## src/rtl/serial_subtractor_pkg.sv

```systemverilog
// serial_subtractor_pkg: shared FSM encoding and default width for the serial subtractor
package serial_subtractor_pkg;
    typedef enum logic [1:0] {
        IDLE  = 2'd0,
        SHIFT = 2'd1,
        DONE  = 2'd2
    } state_t;
    localparam int DEF_WIDTH = 8;
endpackage

```

## src/rtl/full_subtractor.sv

```systemverilog
// full_subtractor: one-bit subtract cell, mirror of the full_adder cell
module full_subtractor (
    input  logic a,
    input  logic b,
    input  logic bin,
    output logic d,
    output logic bout
);
    assign d    = a ^ b ^ bin;
    assign bout = (~a & b) | (~(a ^ b) & bin);
endmodule

```

## src/rtl/serial_subtractor.sv

```systemverilog
// serial_subtractor: bit-serial a - b, LSB first, one bit per clock
module serial_subtractor
    import serial_subtractor_pkg::*;
#(
    parameter  int WIDTH = DEF_WIDTH,
    localparam int CNT_W = $clog2(WIDTH + 1)
) (
    input  logic             clk,
    input  logic             rst,
    input  logic             start,
    input  logic [WIDTH-1:0] a,
    input  logic [WIDTH-1:0] b,
    output logic             busy,
    output logic             done,
    output logic [WIDTH-1:0] diff,
    output logic             borrow,
    output logic             ovf
);
    state_t             state;
    logic [WIDTH-1:0]   ra, rb, rr;
    logic [CNT_W-1:0]   cnt;
    logic               bff, a_msb, b_msb, d, bout;
    logic [WIDTH-1:0]   rr_next;
    logic               last, accept;

    full_subtractor u_fs (.a(ra[0]), .b(rb[0]), .bin(bff), .d(d), .bout(bout));

    assign rr_next = {d, rr[WIDTH-1:1]};
    assign last    = cnt == CNT_W'(WIDTH - 1);
    assign accept  = start && (state == IDLE || state == DONE);

    // results are registered on the last shift edge so done and diff rise together
    always_ff @(posedge clk) begin
        if (rst) begin
            state  <= IDLE;
            ra     <= '0;
            rb     <= '0;
            rr     <= '0;
            cnt    <= '0;
            bff    <= 1'b0;
            a_msb  <= 1'b0;
            b_msb  <= 1'b0;
            busy   <= 1'b0;
            done   <= 1'b0;
            diff   <= '0;
            borrow <= 1'b0;
            ovf    <= 1'b0;
        end else begin
            done <= 1'b0;
            if (accept) begin
                ra    <= a;
                rb    <= b;
                rr    <= '0;
                a_msb <= a[WIDTH-1];
                b_msb <= b[WIDTH-1];
                bff   <= 1'b0;
                cnt   <= '0;
                busy  <= 1'b1;
                state <= SHIFT;
            end else if (state == SHIFT) begin
                ra  <= ra >> 1;
                rb  <= rb >> 1;
                rr  <= rr_next;
                bff <= bout;
                cnt <= cnt + 1'b1;
                if (last) begin
                    state  <= DONE;
                    busy   <= 1'b0;
                    done   <= 1'b1;
                    diff   <= rr_next;
                    borrow <= bout;
                    ovf    <= (a_msb != b_msb) && (d != a_msb);
                end
            end else begin
                state <= IDLE;
            end
        end
    end
endmodule

```

## config.mk

```make
export PLATFORM = sky130hd
export DESIGN_NAME = serial_subtractor
export DESIGN_NICKNAME = d
export VERILOG_FILES = /design/src/rtl/serial_subtractor_pkg.sv /design/src/rtl/full_subtractor.sv /design/src/rtl/serial_subtractor.sv
export SDC_FILE = /design/constraint.sdc
export NUM_CORES = 1
export LEC_CHECK = 0
export BUFFER_PORTS_ARGS = -buffer_cell sky130_fd_sc_hd__buf_2
export CAP_MARGIN = 10
export CORE_ASPECT_RATIO = 1.4
export CORE_UTILIZATION = 57
export CTS_BUF_LIST = sky130_fd_sc_hd__clkbuf_4
export CTS_CLUSTER_DIAMETER = 60
export DETAILED_ROUTE_END_ITERATION = 8
export GPL_ROUTABILITY_DRIVEN = 0
export PLACE_DENSITY_LB_ADDON = 0.3
export SKIP_CTS_REPAIR_TIMING = 1
export SYNTH_ARGS = -nofsm -noshare
export SYNTH_HDL_FRONTEND = slang
export SYNTH_HIERARCHICAL = 1
export SYNTH_SLANG_ARGS = --single-unit
```

## constraint.sdc

```tcl
create_clock -name clk -period 1.6 [get_ports clk]
set_input_delay 0.32 -clock clk [delete_from_list [all_inputs] [get_ports clk]]
set_output_delay 0.32 -clock clk [all_outputs]
set_load 0.05 [all_outputs]
```

==> metrics.txt, run 1 <==
status=complete, no violations; core area=0.00288 mm2; Fmax=0.664 GHz; pin count of the biggest net entering global routing=22; TritonCTS clock tree=built; final core utilization=67.6%; WP data arrival=1.77 ns; diodes inserted=0; H-tree levels=2; synthesis-to-layout area growth=12.1%; P_sw=0.535 mW; Vias=1,541; Syn Area/Cell=8.47 um2; ratio of cells with drive above 1 in the final layout=20.5%; CP Data Required Time=1.86 ns; ys async rst share=0%; total negative setup slack=0 ns; post-synthesis sequential area ratio=50.8%; grt ovf=0; CTS buffer count=5; antenna viol nets, final=0; Final Cycle Share=94.1%; Synth Cell Area=0.00174 mm2; cell taking the most area after synthesis=dfxtp_1; CTS max path bufs=2; Rel. slew slack=approximately 45%; Port Buffers=30; num rows=23; first-pass GRT wire length=6110 um; Routed wire per std cell=13.3 um; most common cell in the synthesized netlist=dfxtp_1; min setup slack post-route=0.0944 ns; leakage power=0.754 nW; top cell type's share of synthesized area=50.8%; Yosys reg bits=44; sw frac=27.6%; die area=about 0.0033 mm2; Setup-failing EPs final=0; Die W=48.6 um; final critical-path required period=1.51 ns; Max Slew Vio Count=0; RSZ-0062 raised after global routing=false; HP Class=input pin to flip-flop; Post-Syn Instances=a little over 200; power share of the combinational group=between 10% and 20%; MaxCap Viol Count=0; WL final=approximately 3600 um; Crit Path Category=flip-flop to flip-flop; fin nets=254; dpl cells=roughly 260; root buf cell=clkbuf_4; peak supply drop=0.743 mV; Startpoint Class=flip-flop; Internal=1.40 mW; most frequent cells after synthesis=44 x dfxtp_1, 31 x nand2_1, 28 x a21oi_1; GRT Util Overall=24.3%; Synth area leaders=dfxtp_1 51%, a21oi_1 8.1%, nand2_1 6.7%; placement-stage worst setup slack=0.0769 ns; Critical Path Sink Type=flip-flop; # clock sinks=44; synth warn=6; total power=1.94 mW; Clock power frac=26.7%; vias in the first global route=~1,400; Fill cells=around 250; Seq pwr share=60.5%; die height=67.3 um; Critical Path Fanout Max=4; clock skew=0.00887 ns; antenna violations before repair=0; Worst-Margin Slew=0.823 ns; Initial Util=around three fifths; post-synth net total=226; Final Hold Fails=0; hpwl dp=2470 um; clock latency on the worst-skew pair=0.36 ns; first-pass iteration count of the detailed router=4; PD cells=around 1000 mW/mm2; Post-synth EDFFs=0; Synth Flop Type=dfxtp_1; DR iter-0 viols=82; final std cells w/o fill=271; Worst-path clk slew=0.13 ns; # IOs=31; Avg Vias per Cell=5.69; Unique masters post-synth=28; DRC viols=0
==> layout by cell type (no fill, tap or decap), drive strengths merged, types with 3 or more instances in the layout <==
cell / netlist / layout
buf: 17 / 39
nor3: 19 / 19
nor2: 3 / 3
nand3: 14 / 14
nand2: 31 / 31
clkbuf: 1 / 5
o21ai: 15 / 15
a21oi: 28 / 28
dfxtp: 44 / 44
o22ai: 8 / 8
inv: 4 / 4
clkinv: 0 / 3
a31oi: 4 / 4
==> stage by stage <==
step           hold WS, ns  area (um2)
2_1_floorplan        0.435        1740
3_3_place_gp         0.443        1880
3_5_place_dp         0.457        1880
4_1_cts              0.221        1930
5_1_grt              0.205        1950
6_report             0.225        1950
==> cells by family (layout without fill, tap and decap cells) <==
group	Yosys count	in the layout	share of synthesized area (%)
xor+xnor	2	2	1.01
buf+inv	22	51	7.35
flops	44	44	50.8
compound gates	57	57	17.6
simple gates	78	78	21.4
fa+ha+maj	2	2	1.87
==> power by group through the flow <==
stage	registers, mW	clock network, mW	logic [mW]
2_1_floorplan	1.20	0	0.182
3_3_place_gp	1.19	0	0.230
3_5_place_dp	1.20	0	0.237
4_1_cts	1.17	0.516	0.239
5_1_grt	1.18	0.570	0.276
6_report	1.17	0.518	0.248
==> routing by layer <==
metal	GRT usage (%)	up-vias	share of wire, %
met2	47.9	41	54
met3	5.41	9	3.9
met4	9.19	0	1.6
met1	24.8	722	41
met5	0	-	0
li1	-	769	-
==> sequential cells by signal, indices dropped and copies added (netlist names), 2 cells and up <==
signal	flops
state	2
diff	8
rr	7
ra	8
rb	8
cnt	4
==> path summary, 6_finish.rpt <==
| path | slack, ns | endpoint | from | cells after the start |
|---|---|---|---|---|
| hold / removal | 0.22 | b_msb$_SDFFE_PP0P_ | b[7] | 3 |
| hold reg to reg | 0.48 | rr[1]$_SDFFE_PP0N_ | rr[1]$_SDFFE_PP0N_ | 2 |
| setup reg to reg | 0.09 | ovf$_SDFFE_PP0P_ | bff$_SDFFE_PP0N_ | 5 |
| setup / recovery | 0.09 | ovf$_SDFFE_PP0P_ | bff$_SDFFE_PP0N_ | 5 |
==> critical path, stage by stage, from the launching register on <==
cell	delay, ns
dfxtp_2	0.36
inv_1	0.06
fa_1	0.51
and3b_1	0.20
nor4_2	0.22
nor3_1	0.06
==> final cells by class <==
| cell class | instances | area [um2] | share of cell area (%) |
|---|---|---|---|
| clock buffers | 5 | 37.5 | 1.93 |
| clock inverters | 3 | 13.8 | 0.707 |
| inverters | 4 | 15.0 | 0.772 |
| multi-input cells | 139 | 733 | 37.7 |
| flip-flops and latches | 44 | 882 | 45.3 |
| well taps | 37 | 46.3 | 2.38 |
| repair buffers | 39 | 218 | 11.2 |
Power figures use the tool's default switching activity.
==> run 2, diff against run 1 <==
--- a/config.mk
+++ b/config.mk
@@ -5,10 +5,11 @@
 export SDC_FILE = /design/constraint.sdc
 export NUM_CORES = 1
 export LEC_CHECK = 0
+export ABC_AREA = 1
 export BUFFER_PORTS_ARGS = -buffer_cell sky130_fd_sc_hd__buf_2
 export CAP_MARGIN = 10
 export CORE_ASPECT_RATIO = 1.4
-export CORE_UTILIZATION = 57
+export CORE_UTILIZATION = 58
 export CTS_BUF_LIST = sky130_fd_sc_hd__clkbuf_4
 export CTS_CLUSTER_DIAMETER = 60
 export DETAILED_ROUTE_END_ITERATION = 8
==> metrics.txt, run 2 <==
status=complete, no violations; leakage power=1.17 nW; clock skew=0.0137 ns; crit path buf inv count=2; Routed wire per std cell=10.5 um; Initial Util=about three fifths; largest family of logic cells by synthesized area=simple AND/OR/NAND/NOR gates; antenna viol nets, final=0; Avg Vias per Cell=~4.8; Worst-Margin Slew=0.514 ns; HP Class=input pin to flip-flop; Unique masters post-synth=26; most frequent cells after synthesis=98 x nand2_1, 44 x dfxtp_1, 42 x inv_1; Final Cycle Share=88.9%; peak supply drop=0.735 mV; WL final=3730 um; GRT Util Overall=22.8%; Syn Area/Cell=just over 7 um2; crit-path cells=inv_4, nor2_8, buf_4, nand2_1, nand2_1, o21ai_0, nor2_1; TritonCTS clock tree=built; fin nets=336; Fmax=0.703 GHz; most frequent cells in the layout=98 x nand2_1, 44 x dfxtp_1, 42 x inv_1; pin count of the biggest net entering global routing=28; die height=72.3 um; post-synthesis sequential area ratio=43.1%; PD cells=952 mW/mm2; Synth area leaders=dfxtp_1 43%, nand2_1 18%, inv_1 7.7%; cell taking the most area after synthesis=dfxtp_1; MaxCap Viol Count=0; num rows=25; total negative setup slack=0 ns; Port Buffers=30; # clock sinks=44; # IOs=31; ys async rst share=0%; crit path max-delay cell type=dfxtp_1; DR iter-0 viols=39; Rel. slew slack=65.7%; cell mode on critical path=nand2_1; diodes inserted=0; Final Hold Fails=0; Vias=1,702; Die W=between 50 and 60 um; largest registers=diff x8, ra x8, rb x8; Synth Flop Type=dfxtp_1; CTS max path bufs=2; top cell type's share of synthesized area=43.1%; post-synth net total=305; final critical-path required period=approximately 1.4 ns; post-synthesis mux area share=0%; Synth Area in Compound Gates=5.45%; Max Slew Vio Count=0; H-tree levels=2; Synth Cell Area=approximately 0.002 mm2; Startpoint Class=flip-flop; DRC viols=0; Post-Synth Adder-Cell Area=1.59%; WP data arrival=1.73 ns; die area=0.00377 mm2; flop2flop setup slack=0.18 ns; core area=about 0.0034 mm2; grt ovf=0; most common cell in the synthesized netlist=nand2_1; CTS buffer count=5; dpl cells=348; CP Data Required Time=1.90 ns; Post-synth EDFFs=0; clock latency on the worst-skew pair=0.37 ns; most common cell after layout, fill and taps aside=nand2_1; total power=2.15 mW; ratio of cells with drive above 1 in the final layout=18.4%; Fill cells=306; antenna violations before repair=0; final std cells w/o fill=~360; final core utilization=66.9%; vias in the first global route=1,522; Worst-path clk slew=0.13 ns; Post-Syn Instances=284; first-pass GRT wire length=6370 um; root buf cell=clkbuf_4; family with the most delay on the worst path=flip-flops; synth warn=6; Crit Path Category=flip-flop to flip-flop; Post-Synth XOR/XNOR Area=0%; Critical Path Fanout Max=11; Critical Path Sink Type=flip-flop; CP peak stage delay=about 0.67 ns; post-synthesis simple-gate area fraction=between 30 and 40%; RSZ-0062 raised after global routing=false; synthesis-to-layout area growth=10.5%; first-pass iteration count of the detailed router=4; hpwl dp=roughly 2600 um; Yosys reg bits=44; Setup-failing EPs final=0
## run 2: metal layers
layer	GRT usage (%)	vias to the layer above	wire, um
li1	-	917	-
met4	11.1	0	80
met3	5.87	8	139
met1	26.8	748	1700
met2	37.9	29	1810
met5	0	-	0
## run 2: path summary, 6_finish.rpt
check,startpoint,end,cells after the start
hold reg to reg,borrow$_SDFFE_PP0P_,borrow$_SDFFE_PP0P_,2
setup / recovery,state[0]$_SDFFE_PP0P_,cnt[2]$_SDFFE_PP0N_,7
hold / removal,a[7],ra[7]$_SDFFE_PP0P_,3
setup reg to reg,state[0]$_SDFFE_PP0P_,cnt[2]$_SDFFE_PP0N_,7
## run 2: worst reg2reg max path, cell delays in order, from the launching register on
cell and delay [ns]:
dfxtp_1 0.67, inv_4 0.11, nor2_8 0.13, buf_4 0.18
nand2_1 0.06, nand2_1 0.05, o21ai_0 0.07, nor2_1 0.08
## run 2: layout make-up
cell class | count | area [um2] | share of cell area (%)
well taps | 40 | 50.0 | 2.22
flip-flops and latches | 44 | 881 | 39.0
inverters | 45 | 176 | 7.81
multi-input cells | 184 | 883 | 39.1
clock inverters | 3 | 42.5 | 1.88
repair buffers | 35 | 188 | 8.31
clock buffers | 5 | 37.5 | 1.66
## run 2: kinds of logic after synthesis
group,Yosys count
adder cells (fa/ha/maj),2
flip-flops,44
buffers and inverters,56
AO/OA/AOI/OAI,22
AND/OR/NAND/NOR,160
## run 2: where the power goes
part | switching [mW] | internal (mW)
combinational | 0.177 | 0.104
sequential | 0.0358 | 1.14
clock | 0.362 | 0.327
total | 0.575 | 1.57
## run 2: metrics by stage
stage          cell area [um2]  worst slack [ns]  hold slack [ns]
2_1_floorplan             2040             0.363            0.438
3_3_place_gp              2180             0.241            0.453
3_5_place_dp              2180             0.209            0.455
4_1_cts                   2260             0.158            0.225
5_1_grt                   2260           0.00947            0.234
6_report                  2260             0.178            0.238
==> run 3, diff against run 2 <==
--- a/config.mk
+++ b/config.mk
@@ -9,6 +9,7 @@
 export BUFFER_PORTS_ARGS = -buffer_cell sky130_fd_sc_hd__buf_2
 export CAP_MARGIN = 10
 export CORE_ASPECT_RATIO = 1.4
+export CORE_MARGIN = 2
 export CORE_UTILIZATION = 58
 export CTS_BUF_LIST = sky130_fd_sc_hd__clkbuf_4
 export CTS_CLUSTER_DIAMETER = 60
==> metrics.txt, run 3 (same netlist as run 2, synthesis figures left out) <==
cell mode on critical path=nor2_1; clock latency on the worst-skew pair=approximately 0.36 ns; M2 GR Usage=36.7%; Final Cycle Share=slightly above 80%; crit path buf inv count=1; DR iter-0 viols=29; num rows=25; Crit Path Category=flip-flop to flip-flop; final critical-path required period=1.33 ns; Critical Path Sink Type=flip-flop; # clock sinks=between 40 and 50; pin count of the biggest net entering global routing=28; status=complete, no violations; CTS buffer count=5; WP data arrival=1.64 ns; leakage power=1.17 nW; total negative setup slack=0 ns; diodes inserted=0; first-pass iteration count of the detailed router=4; first-pass GRT wire length=roughly 6600 um; Startpoint Class=flip-flop; vias in the first global route=about 1,500; die area=0.00402 mm2; crit path max-delay cell type=fa_1; WL final=3890 um; TritonCTS clock tree=built; Max Slew Vio Count=0; GRT Util Overall=22.5%; most frequent cells in the layout=98 x nand2_1, 44 x dfxtp_1, 42 x inv_1; Critical Path Fanout Max=4; family with the most delay on the worst path=adder cells; grt peak-use layer=met2; largest registers=diff x8, ra x8, rb x8; antenna violations before repair=0; Fill cells=308; antenna viol nets, final=0; GRT met1 Usage=27.6%; Vias=1,744; Setup-failing EPs final=0; crit-path cells=inv_1, fa_1, nand3_1, o21ai_0, nor2_1, nor2_1; PD cells=955 mW/mm2; Multi-input gate area=roughly 900 um2; ratio of cells with drive above 1 in the final layout=18.4%; RSZ-0062 raised after global routing=false; Reg area=about 880 um2; MaxCap Viol Count=0; Port Buffers=30; synthesis-to-layout area growth=10.5%; Worst-path clk slew=0.13 ns; Routed wire per std cell=about 11 um; most common cell after layout, fill and taps aside=nand2_1; CP Data Required Time=roughly 1.9 ns; Initial Util=60.5%; CP peak stage delay=between 0.5 and 0.6 ns; min setup slack post-route=about 0.27 ns; HP Class=input pin to flip-flop; core area=0.00338 mm2; fin nets=336; CTS max path bufs=2; placement-stage worst setup slack=0.298 ns; root buf cell=clkbuf_4; H-tree levels=2; die height=74.3 um; DRC viols=0; Worst-Margin Slew=0.351 ns; peak supply drop=0.674 mV; grt ovf=0; Final Hold Fails=0; Rel. slew slack=between 70% and 80%; Fmax=0.753 GHz; Die W=around 54 um; # IOs=31; hpwl dp=2680 um; GRT met3 Usage=6.02%; Avg Vias per Cell=~4.9; clock skew=0.0164 ns
==> run 3: path summary, 6_finish.rpt <==
path | start | slack [ns] | end | depth (start not counted)
max | rb[0]$_SDFFE_PP0P_ | 0.27 | ovf$_SDFFE_PP0P_ | 6
min | a[7] | 0.23 | ra[7]$_SDFFE_PP0P_ | 3
max reg2reg | rb[0]$_SDFFE_PP0P_ | 0.27 | ovf$_SDFFE_PP0P_ | 6
min reg2reg | rr[2]$_SDFFE_PP0N_ | 0.46 | diff[1]$_SDFFE_PP0P_ | 2
==> run 3: metal layers <==
layer | routed length (um) | share of wire (%)
met4 | 75 | 1.9
met1 | 1760 | 45
met2 | 1910 | 49
met5 | 0 | 0
met3 | 140 | 3.6
==> run 3: worst min-delay path: cells and delay by family <==
family / cells / cell delay [ns]
buffers and inverters: 1 / 0.09
AND/OR/NAND/NOR: 1 / 0.09
AO/OA/AOI/OAI: 1 / 0.08
==> run 3: area by class of cell <==
cell class | count | share of cell area [%]
Multi-Input combinational cell | 184 | 39.1
Inverter | 45 | 7.81
Clock buffer | 5 | 1.66
Clock inverter | 3 | 1.88
Tap cell | 40 | 2.22
Timing Repair Buffer | 35 | 8.31
Sequential cell | 44 | 39.0
==> run 3: where the power goes <==
group          switching (mW)  internal (mW)  total [mW]
Clock                   0.368          0.327       0.695
Sequential             0.0284           1.14        1.17
Combinational           0.186          0.104       0.290
==> run 3: metrics by stage <==
step	cell area (um2)	util [%]	std cells	hold WS, ns	total power [mW]
after CTS	2260	66.9	356	0.223	2.18
after detailed placement	2180	64.5	348	0.457	1.49
after global placement	2180	64.5	348	0.445	1.48
final	2260	66.9	356	0.232	2.16
after global routing	2260	66.9	356	0.211	2.26
after floorplan	2040	-	284	0.438	1.43
